## src/rtl/enc_pkg.sv

```systemverilog
// Shared constants, FSM encoding and encoder result type for the
// 32-to-5 priority encoder block.
package enc_pkg;

  localparam int WIDTH = 32;
  localparam int IDX_W = 5;
  localparam int CNT_W = IDX_W + 1;

  typedef enum logic {
    IDLE = 1'b0,
    BUSY = 1'b1
  } state_t;

  // Lowest-set-bit search result; none=1 means the vector was all zero.
  typedef struct packed {
    logic             none;
    logic [IDX_W-1:0] idx;
  } enc_res_t;

  // Number of set bits in a request vector (0..WIDTH).
  function automatic logic [CNT_W-1:0] popcnt(input logic [WIDTH-1:0] v);
    logic [CNT_W-1:0] c;
    c = '0;
    for (int i = 0; i < WIDTH; i++) c = c + CNT_W'(v[i]);
    return c;
  endfunction

endpackage

```

## src/rtl/pri_enc32.sv

```systemverilog
// Combinational 32-to-5 lowest-set-bit finder with a "none" flag.
// The vector is split into NUM_LANES slices; each lane resolves its own
// lowest bit and the lowest non-empty lane wins.

// Per-lane lowest-set-bit finder.
module pri_lane #(
  parameter int LANE_W = 8,
  parameter int LIDX_W = 3
) (
  input  logic [LANE_W-1:0] vec,
  output logic              any,
  output logic [LIDX_W-1:0] idx
);

  // Scan from MSB down so the lowest set bit is the last to write idx.
  always_comb begin
    any = |vec;
    idx = '0;
    for (int i = LANE_W - 1; i >= 0; i--)
      if (vec[i]) idx = LIDX_W'(i);
  end

endmodule

module pri_enc32 import enc_pkg::*; #(
  parameter int NUM_LANES = 4
) (
  input  logic [WIDTH-1:0] vec,
  output enc_res_t         res
);

  localparam int LANE_W = WIDTH / NUM_LANES;
  localparam int LIDX_W = $clog2(LANE_W);
  localparam int LSEL_W = $clog2(NUM_LANES);

  logic [NUM_LANES-1:0][LANE_W-1:0] lane_vec;
  logic [NUM_LANES-1:0]             lane_any;
  logic [NUM_LANES-1:0][LIDX_W-1:0] lane_idx;

  assign lane_vec = vec;

  generate
    for (genvar g = 0; g < NUM_LANES; g++) begin : g_lane
      pri_lane #(
        .LANE_W (LANE_W),
        .LIDX_W (LIDX_W)
      ) u_lane (
        .vec (lane_vec[g]),
        .any (lane_any[g]),
        .idx (lane_idx[g])
      );
    end
  endgenerate

  // Lowest non-empty lane supplies the upper index bits.
  always_comb begin
    res.none = 1'b1;
    res.idx  = '0;
    for (int g = NUM_LANES - 1; g >= 0; g--)
      if (lane_any[g]) begin
        res.none = 1'b0;
        res.idx  = {LSEL_W'(g), lane_idx[g]};
      end
  end

endmodule

```

## src/rtl/priority_encoder_32to5.sv

```systemverilog
// Priority encoder: captures a 32-bit request vector and serves its set
// bits one per transfer, lowest index first, over a valid/ready port.
// Optional feature macro: PENDING_COUNT_EN adds the pending_count output
// (registered popcount of the pending bits).
module priority_encoder_32to5 import enc_pkg::*; #(
  parameter int WIDTH = enc_pkg::WIDTH,
  parameter int IDX_W = enc_pkg::IDX_W
) (
  input  logic             clk,
  input  logic             reset,
  input  logic             enable,
  input  logic [WIDTH-1:0] req,
  input  logic             load_valid,
  output logic             load_ready,
  output logic             out_valid,
  input  logic             out_ready,
  output logic [IDX_W-1:0] out_index,
  output logic             out_last,
  output logic             empty_done
`ifdef PENDING_COUNT_EN
  , output logic [IDX_W:0] pending_count
`endif
);

  state_t           state_q, state_d;
  logic [WIDTH-1:0] pend_q, pend_d;
  logic             empty_q, empty_d;
  logic             load_fire, xfer;
  logic             live, busy_v, single;
  enc_res_t         enc;

  pri_enc32 u_enc (
    .vec (pend_q),
    .res (enc)
  );

  // Outputs are masked while reset is held so they read 0 immediately.
  assign live   = enable & ~reset;
  assign busy_v = (state_q == BUSY) & ~enc.none;
  // Clearing the lowest set bit leaves zero only for a one-hot vector.
  assign single = ~|(pend_q & (pend_q - WIDTH'(1)));

  // State, pending vector and empty pulse registers.
  always_ff @(posedge clk or posedge reset) begin
    if (reset) begin
      state_q <= IDLE;
      pend_q  <= '0;
      empty_q <= 1'b0;
    end else begin
      state_q <= state_d;
      pend_q  <= pend_d;
      empty_q <= empty_d;
    end
  end

  // Next-state, handshake and output decode; enable low holds everything.
  always_comb begin
    state_d    = state_q;
    pend_d     = pend_q;
    empty_d    = 1'b0;
    load_ready = 1'b0;
    load_fire  = 1'b0;
    out_valid  = 1'b0;
    out_index  = '0;
    out_last   = 1'b0;
    xfer       = 1'b0;
    empty_done = empty_q & live;
    if (live) begin
      case (state_q)
        IDLE: begin
          load_ready = 1'b1;
          if (load_valid) begin
            load_fire = 1'b1;
            if (req == '0) begin
              empty_d = 1'b1;
            end else begin
              pend_d  = req;
              state_d = BUSY;
            end
          end
        end
        BUSY: begin
          out_valid = busy_v;
          out_index = busy_v ? enc.idx : '0;
          out_last  = busy_v & single;
          if (enc.none) begin
            state_d = IDLE;
          end else if (out_ready) begin
            xfer   = 1'b1;
            pend_d = pend_q & (pend_q - WIDTH'(1));
            if (single) state_d = IDLE;
          end
        end
        default: state_d = IDLE;
      endcase
    end
  end

`ifdef PENDING_COUNT_EN
  logic [IDX_W:0] cnt_q;

  // Running count of bits still to be served.
  always_ff @(posedge clk or posedge reset) begin
    if (reset)          cnt_q <= '0;
    else if (load_fire) cnt_q <= popcnt(req);
    else if (xfer)      cnt_q <= cnt_q - 1'b1;
  end

  assign pending_count = cnt_q;
`else
  logic unused_fire;
  assign unused_fire = load_fire ^ xfer;
`endif

endmodule
```

## config.mk

```make
export PLATFORM = sky130hd
export DESIGN_NAME = priority_encoder_32to5
export DESIGN_NICKNAME = d
export VERILOG_FILES = /design/src/rtl/enc_pkg.sv /design/src/rtl/pri_enc32.sv /design/src/rtl/priority_encoder_32to5.sv
export SDC_FILE = /design/constraint.sdc
export NUM_CORES = 1
export LEC_CHECK = 0
export CAP_MARGIN = 20
export CORE_AREA = 5 5 71 73
export DETAILED_ROUTE_END_ITERATION = 6
export DIE_AREA = 0 0 76 78
export GPL_TIMING_DRIVEN = 0
export HOLD_SLACK_MARGIN = 0.02
export PLACE_DENSITY = 0.92
export SETUP_SLACK_MARGIN = 0.5
export SLEW_MARGIN = 10
export SYNTH_ARGS = -nofsm -noshare
export SYNTH_HDL_FRONTEND = slang
export SYNTH_SLANG_ARGS = --single-unit
```

## constraint.sdc

```tcl
create_clock -name clk -period 7.4 [get_ports clk]
set_clock_uncertainty 0.05 [all_clocks]
set_input_delay 1.48 -clock clk [delete_from_list [all_inputs] [get_ports clk]]
set_output_delay 1.48 -clock clk [all_outputs]
set_load 0.005 [all_outputs]
```

==> flow_metrics.py, run 1 <==
metrics = {
    "outcome": {
        "status": "completed",
    },
    "synthesis": {
        "ys_warn_count": 0,
        "synth_edf_count": 0,
        "postSynthCellCount": 297,
        "yosysSeqAreaShare": 0.361,
        "yosysTopAreaCell": "dfrtp_1",
        "synth_nets": 334,
        "syn_area_mm2": 0.00236,
        "synth_top_area_share": 0.361,
        "ys_dominant_reg_cell": "dfrtp_1",
        "async_flop_share": 1.00,
        "synthTopCellsByCount": "nand2_1, nor2_1, dfrtp_1, o21ai_0, a22o_1",
        "synth_area_leaders": "dfrtp_1, a22o_1, nand2_1",
        "yosysUniqueCellTypes": 44,
        "synth_area_per_cell_um2": 7.94,
        "synth-seq-cells": 34,
        "synth_most_common_cell": "nand2_1",
    },
    "placed_design": {
        "gp_congestion": 0.982,
        "dp_hpwl_um": 5910,
        "port_buffers": 45,
        "postPlaceCellArea_mm2": 0.00287,
    },
    "worst_setup_path": {
        "crit_chain": "clkbuf_1, or4_4, buf_6, nor4_2, nand4_1, or3_1, a2111oi_4, nand4_1, nor2_1, clkdlybuf4s50_1",
        "cp.required_ns": 5.87,
        "r2r-start": "pend_q[4]",
        "worstSetupStartpointType": "flop",
        "worstPathArrival_ns": 3.93,
        "reg2reg_slack_ns": 3.58,
        "worstSetupPathType": "reg -> out",
        "worst_path_largest_cell_delay_ns": 0.52,
        "cpMaxStageDelayCell": "clkdlybuf4s50_1",
        "critPathCaptureType": "output port",
        "r2r-end": "pend_q[17]",
        "critPathMaxFanout": 9,
        "crit_top_cell": "nand4_1",
        "r2r_cells": 12,
    },
    "clock_tree": {
        "cts_tree": "built",
        "cts_resized": 0,
        "holdBufCountCts": 0,
        "clk_latency_ns": 0.30,
        "clkTransAtPathRegs_ns": 0.08,
        "max-clock-path-buffers": 2,
        "cts.sinks": 34,
        "post-cts-setup-buffer-count": 0,
        "numCtsBuffers": 5,
        "clockRootBuffer": "clkbuf_8",
        "h-tree-depth": 2,
    },
    "detailed_routing": {
        "dr.pass1.iters": 6,
        "vias_per_cell": 6.78,
        "drtAntennaViolNets": 0,
        "drtIter0Drc": 488,
        "wirelength_um": 7910,
        "drc": 0,
        "avgRoutedWirePerCell_um": 19.7,
        "vias": 2727,
    },
    "cells_and_area": {
        "fin_util": 0.695,
        "area_delta_synth_final_pct": 26.5,
        "num_antenna_cells": 0,
        "layout-drive-gt1-share": 0.0543,
        "final_area_mm2": 0.00298,
        "final_nets": 386,
        "fill_cells": 374,
    },
    "timing": {
        "finalCritPeriodShare": 0.738,
        "min_period_ns": 5.46,
        "hold_violations": 0,
        "rsz0062_at_grt": "no",
        "drv_slew": 0,
        "tns_ns": 0,
        "setup_viol": 0,
        "max_freq_ghz": 0.183,
        "slew_headroom": 0.509,
        "worst_pin_slew_ns": 0.736,
    },
    "grt": {
        "first_global_vias": 2645,
        "grt_pass1_wl_um": 13300,
        "grt_max_degree": 35,
        "track_usage": 0.275,
        "antenna_found_initial": 0,
        "overflow": 0,
    },
    "hold_path": {
        "worstHoldEndpoint": "pend_q[15]",
        "holdCritStartpoint": "pend_q[15]",
        "whs_path_depth": 1,
        "hp-class": "reg -> reg",
    },
    "floorplanning": {
        "pin_count": 46,
        "die_h_um": 78,
        "rows": 24,
        "die_area_mm2": 0.00593,
        "core_mm2": 0.00429,
        "initial_core_util": 0.549,
        "die_w_um": 76,
    },
    "power_and_ir_drop": {
        "vdd_drop_max_mv": 0.107,
        "p_leak_uw": 0.00121,
        "power_density_mw_per_mm2": 212,
    },
    "flow_run": {
        "maxCapViolCount": 0,
    },
}
logic make-up after synthesis:
| kind of cell | count (synthesis) | share of synthesized area |
|---|---|---|
| AOI/OAI and AO/OA | 105 | 0.310 |
| adders and majority gates | 3 | 0.0127 |
| buffers and inverters | 29 | 0.0568 |
| DFF | 34 | 0.361 |
| and+or+nand+nor | 126 | 0.260 |
through the flow:
stage	total power [uW]	hold WS, ns	cells	setup slack [ns]
after floorplan	368	0.461	297	3.08
after global placement	446	0.487	394	2.30
after detailed placement	450	0.494	394	2.31
after CTS	622	0.514	402	1.99
after global routing	663	0.544	402	1.73
final	631	0.520	402	1.94
worst max-delay path, delay by kind of cell, from the launching register on:
family	cells	cell delay, ns
and+or+nand+nor	6	2.01
buffers and inverters	3	0.85
AOI/OAI and AO/OA	1	0.42
DFF	1	0.37
routing by layer:
metal / GRT usage / wire [um] / part of all wire
met1: 0.366 / 3260 / 0.41
met2: 0.442 / 3670 / 0.46
met3: 0.0544 / 779 / 0.098
met4: 0.101 / 211 / 0.027
met5: 0 / 0 / 0
final cells by class:
type | instances | area [um^2] | share of cell area
Tap cell | 52 | 65.1 | 0.0218
Clock inverter | 3 | 40.0 | 0.0134
Multi-Input combinational cell | 234 | 1370 | 0.461
Inverter | 14 | 52.6 | 0.0176
Clock buffer | 5 | 68.8 | 0.0231
Sequential cell | 34 | 851 | 0.285
Timing Repair Buffer | 45 | 450 | 0.151
Buffer | 15 | 81.3 | 0.0273
cell usage in the layout, fill, tap and decap left out, types with 3 or more instances in the layout:
cell type	count
a211oi_1	5
a21oi_1	19
a221o_1	3
a22o_1	20
and3_1	3
buf_6	3
clkbuf_1	10
clkbuf_8	5
clkdlybuf4s50_1	45
dfrtp_1	34
inv_1	13
maj3_1	3
nand2_1	38
nand3_1	6
nand4_1	6
nor2_1	35
nor3_1	10
nor4_1	10
o21ai_0	23
o21ai_1	6
o21bai_1	4
o31ai_1	8
or3_1	6
or4_1	4
state kept, by name (all words and copies together) (netlist names):
register  flops
empty_q       1
state_q       1
pend_q       32
power breakdown:
group / internal, uW / total [uW] / switching, uW
clock network: 99.2 / 174 / 75.0
logic: 91.7 / 214 / 122
registers: 207 / 243 / 35.6
worst max path at each step:
stage	from	to	cells past startpoint
2_1_floorplan	pend_q[0]	out_last	10
3_3_place_gp	pend_q[2]	out_last	10
3_5_place_dp	pend_q[2]	out_last	10
4_1_cts	pend_q[0]	out_last	10
5_1_grt	pend_q[4]	out_last	9
6_report	pend_q[2]	out_last	10
No activity file was read; power rests on OpenSTA's default activity.
==> run 2, diff against run 1 <==
--- a/config.mk
+++ b/config.mk
@@ -6,12 +6,12 @@
 export NUM_CORES = 1
 export LEC_CHECK = 0
 export CAP_MARGIN = 20
-export CORE_AREA = 5 5 71 73
+export CORE_AREA = 5 5 74 76
 export DETAILED_ROUTE_END_ITERATION = 6
-export DIE_AREA = 0 0 76 78
+export DIE_AREA = 0 0 79 81
 export GPL_TIMING_DRIVEN = 0
 export HOLD_SLACK_MARGIN = 0.02
-export PLACE_DENSITY = 0.92
+export PLACE_DENSITY = 0.86
 export SETUP_SLACK_MARGIN = 0.5
 export SLEW_MARGIN = 10
 export SYNTH_ARGS = -nofsm -noshare
==> constraint.sdc (replaced) <==
create_clock -name clk -period 5.22 [get_ports clk]
set_clock_uncertainty 0.05 [all_clocks]
set_input_delay 1.044 -clock clk [delete_from_list [all_inputs] [get_ports clk]]
set_output_delay 1.044 -clock clk [all_outputs]
set_load 0.005 [all_outputs]
==> run 2 against run 1 <==
  * First-iteration DRC count is 40% lower
  * Design area is 1.1% higher
  * Worst hold slack better by 0.020 ns
  * Clock power is 17% higher
  * Cell count is 1.0% higher
  * Utilization is 4.7 points lower
  * Die area is 7.9% higher
  * Via count is 2.1% lower
  * Worst setup slack worse by 1.3 ns
  * Non-clock buffer count is 2 higher
  * Total power is 36% higher
  * Largest power group unchanged
  * Highest routed layer unchanged
==> flow_metrics.py, run 2 (same netlist as run 1, synthesis figures left out) <==
metrics = {
    "grt": {
        "track_usage": 0.242,
        "grt_max_degree": 35,
        "grtUsageMet2": 0.396,
        "antenna_found_initial": 0,
        "grt_pass1_wl_um": 12200,
        "grtUsageMet3": 0.0466,
        "globalRouteMet1Util": 0.330,
        "first_global_vias": 2506,
        "overflow": 0,
        "busiest_layer": "met2",
    },
    "floorplanning": {
        "die_w_um": 79,
        "die_h_um": 81,
        "pin_count": 46,
        "die_area_mm2": 0.00640,
        "rows": 25,
        "core_mm2": 0.00466,
        "initial_core_util": 0.506,
    },
    "hold_path": {
        "worstHoldEndpoint": "pend_q[30]",
        "holdCritStartpoint": "pend_q[30]",
        "hp-class": "reg -> reg",
        "whs_path_depth": 2,
    },
    "clock_tree": {
        "clk_latency_ns": 0.29,
        "clkTransAtPathRegs_ns": 0.07,
        "numCtsBuffers": 5,
        "holdBufCountCts": 0,
        "cts_tree": "built",
        "h-tree-depth": 2,
        "cts.sinks": 34,
        "max-clock-path-buffers": 2,
        "clockRootBuffer": "clkbuf_8",
    },
    "detailed_routing": {
        "drc": 0,
        "vias": 2671,
        "drtAntennaViolNets": 0,
        "vias_per_cell": 6.58,
        "drtIter0Drc": 291,
        "wirelength_um": 7470,
        "dr.pass1.iters": 5,
        "avgRoutedWirePerCell_um": 18.4,
    },
    "cells_and_area": {
        "num_antenna_cells": 0,
        "area_delta_synth_final_pct": 27.9,
        "fin_util": 0.647,
        "final_common_cell": "clkdlybuf4s50_1",
        "layout-drive-gt1-share": 0.0739,
        "regMostFlops": "pend_q",
        "reg.largest.list": "pend_q x32, empty_q x1, state_q x1",
        "final_nets": 388,
        "largest_reg_flops": 32,
        "finalNonFillerCells": 406,
        "final_cell_mix": "clkdlybuf4s50_1, nand2_1, nor2_1, dfrtp_1, o21ai_0",
    },
    "power_and_ir_drop": {
        "power_density_mw_per_mm2": 285,
        "design_power_total_uw": 860,
        "vdd_drop_max_mv": 0.137,
        "p_leak_uw": 0.00123,
    },
    "timing": {
        "worst_pin_slew_ns": 0.718,
        "drv_slew": 0,
        "tns_ns": 0,
        "setup_viol": 0,
        "hold_violations": 0,
        "rsz0062_at_grt": "no",
        "max_freq_ghz": 0.219,
        "min_period_ns": 4.57,
        "finalCritPeriodShare": 0.875,
        "slew_headroom": 0.521,
        "setup_ws_ns": 0.653,
    },
    "worst_setup_path": {
        "worstSetupStartpointType": "flop",
        "cp.required_ns": 4.13,
        "worstPathArrival_ns": 3.47,
        "r2r_cells": 13,
        "cpMaxStageDelayCell": "or4_4",
        "r2r-end": "pend_q[19]",
        "crit_chain": "buf_6, or4_4, buf_6, nor4_4, nand4_1, or3_4, a2111oi_4, nand4_1, nor2_1, dlygate4sd2_1",
        "critPathCaptureType": "output port",
        "r2r-start": "pend_q[0]",
        "critPathMaxFanout": 9,
        "worst_path_largest_cell_delay_ns": 0.52,
        "reg2reg_slack_ns": 1.53,
        "worstSetupPathType": "reg -> out",
    },
    "placed_design": {
        "pre_cts_slack_ns": 0.592,
        "port_buffers": 45,
        "dp.cells": 396,
        "dp_hpwl_um": 5540,
        "gp_congestion": 0.964,
    },
    "flow_run": {
        "maxCapViolCount": 0,
    },
    "outcome": {
        "status": "completed",
    },
}
run 2: report_power, final:
part	switching [uW]	internal, uW
logic	175	137
registers	49.5	294
clock network	97.6	106
total	322	538
run 2: routing by layer:
layer | vias to the layer above | part of all wire
met5 | - | 0
met4 | 0 | 0.021
met3 | 22 | 0.091
met2 | 155 | 0.46
li1 | 1226 | -
met1 | 1268 | 0.43
run 2: how the worst max path moves through the flow:
stage          startpoint        to  slack, ns
2_1_floorplan   pend_q[0]  out_last       1.34
3_3_place_gp    pend_q[2]  out_last       0.59
3_5_place_dp    pend_q[0]  out_last       0.59
4_1_cts         pend_q[0]  out_last       0.70
5_1_grt         pend_q[0]  out_last       0.54
6_report        pend_q[0]  out_last       0.65
run 2: cell type report:
class	count	area (um^2)
sequential	34	851
inverter	14	52.6
clock buffer	7	86.3
clock inverter	1	5.00
fill	399	1640
timing repair buffer	47	464
tap	54	67.6
buffer	15	82.6
multi-input combinational	234	1410
run 2: worst max-delay path: cells and delay by family (launching register included):
kind	cells	cell delay [ns]
AOI/OAI and AO/OA	1	0.41
buffers and inverters	3	0.53
DFF	1	0.38
and+or+nand+nor	6	1.84
run 2: what timing repair did:
| item | CTS | global route |
|---|---|---|
| gates resized for setup | 9 | 0 |
| endpoints found under the setup margin | 1 | 0 |
| buffers inserted | 2 | 0 |
run 2: through the flow:
step                      instance area, um^2  hold slack, ns
after global routing                     3020           0.559
final                                    3020           0.541
after floorplan                          2360           0.461
after global placement                   2880           0.501
after detailed placement                 2880           0.507
after CTS                                3020           0.530
==> run 3, diff against run 2 <==
--- a/config.mk
+++ b/config.mk
@@ -5,6 +5,7 @@
 export SDC_FILE = /design/constraint.sdc
 export NUM_CORES = 1
 export LEC_CHECK = 0
+export ABC_CLOCK_PERIOD_IN_PS = 5220
 export CAP_MARGIN = 20
 export CORE_AREA = 5 5 74 76
 export DETAILED_ROUTE_END_ITERATION = 6
@@ -17,3 +18,4 @@
 export SYNTH_ARGS = -nofsm -noshare
 export SYNTH_HDL_FRONTEND = slang
 export SYNTH_SLANG_ARGS = --single-unit
+export TNS_END_PERCENT = 50
==> results of run 3 <==
Same layout as run 2: the final DEF is identical, and so are final timing and power.
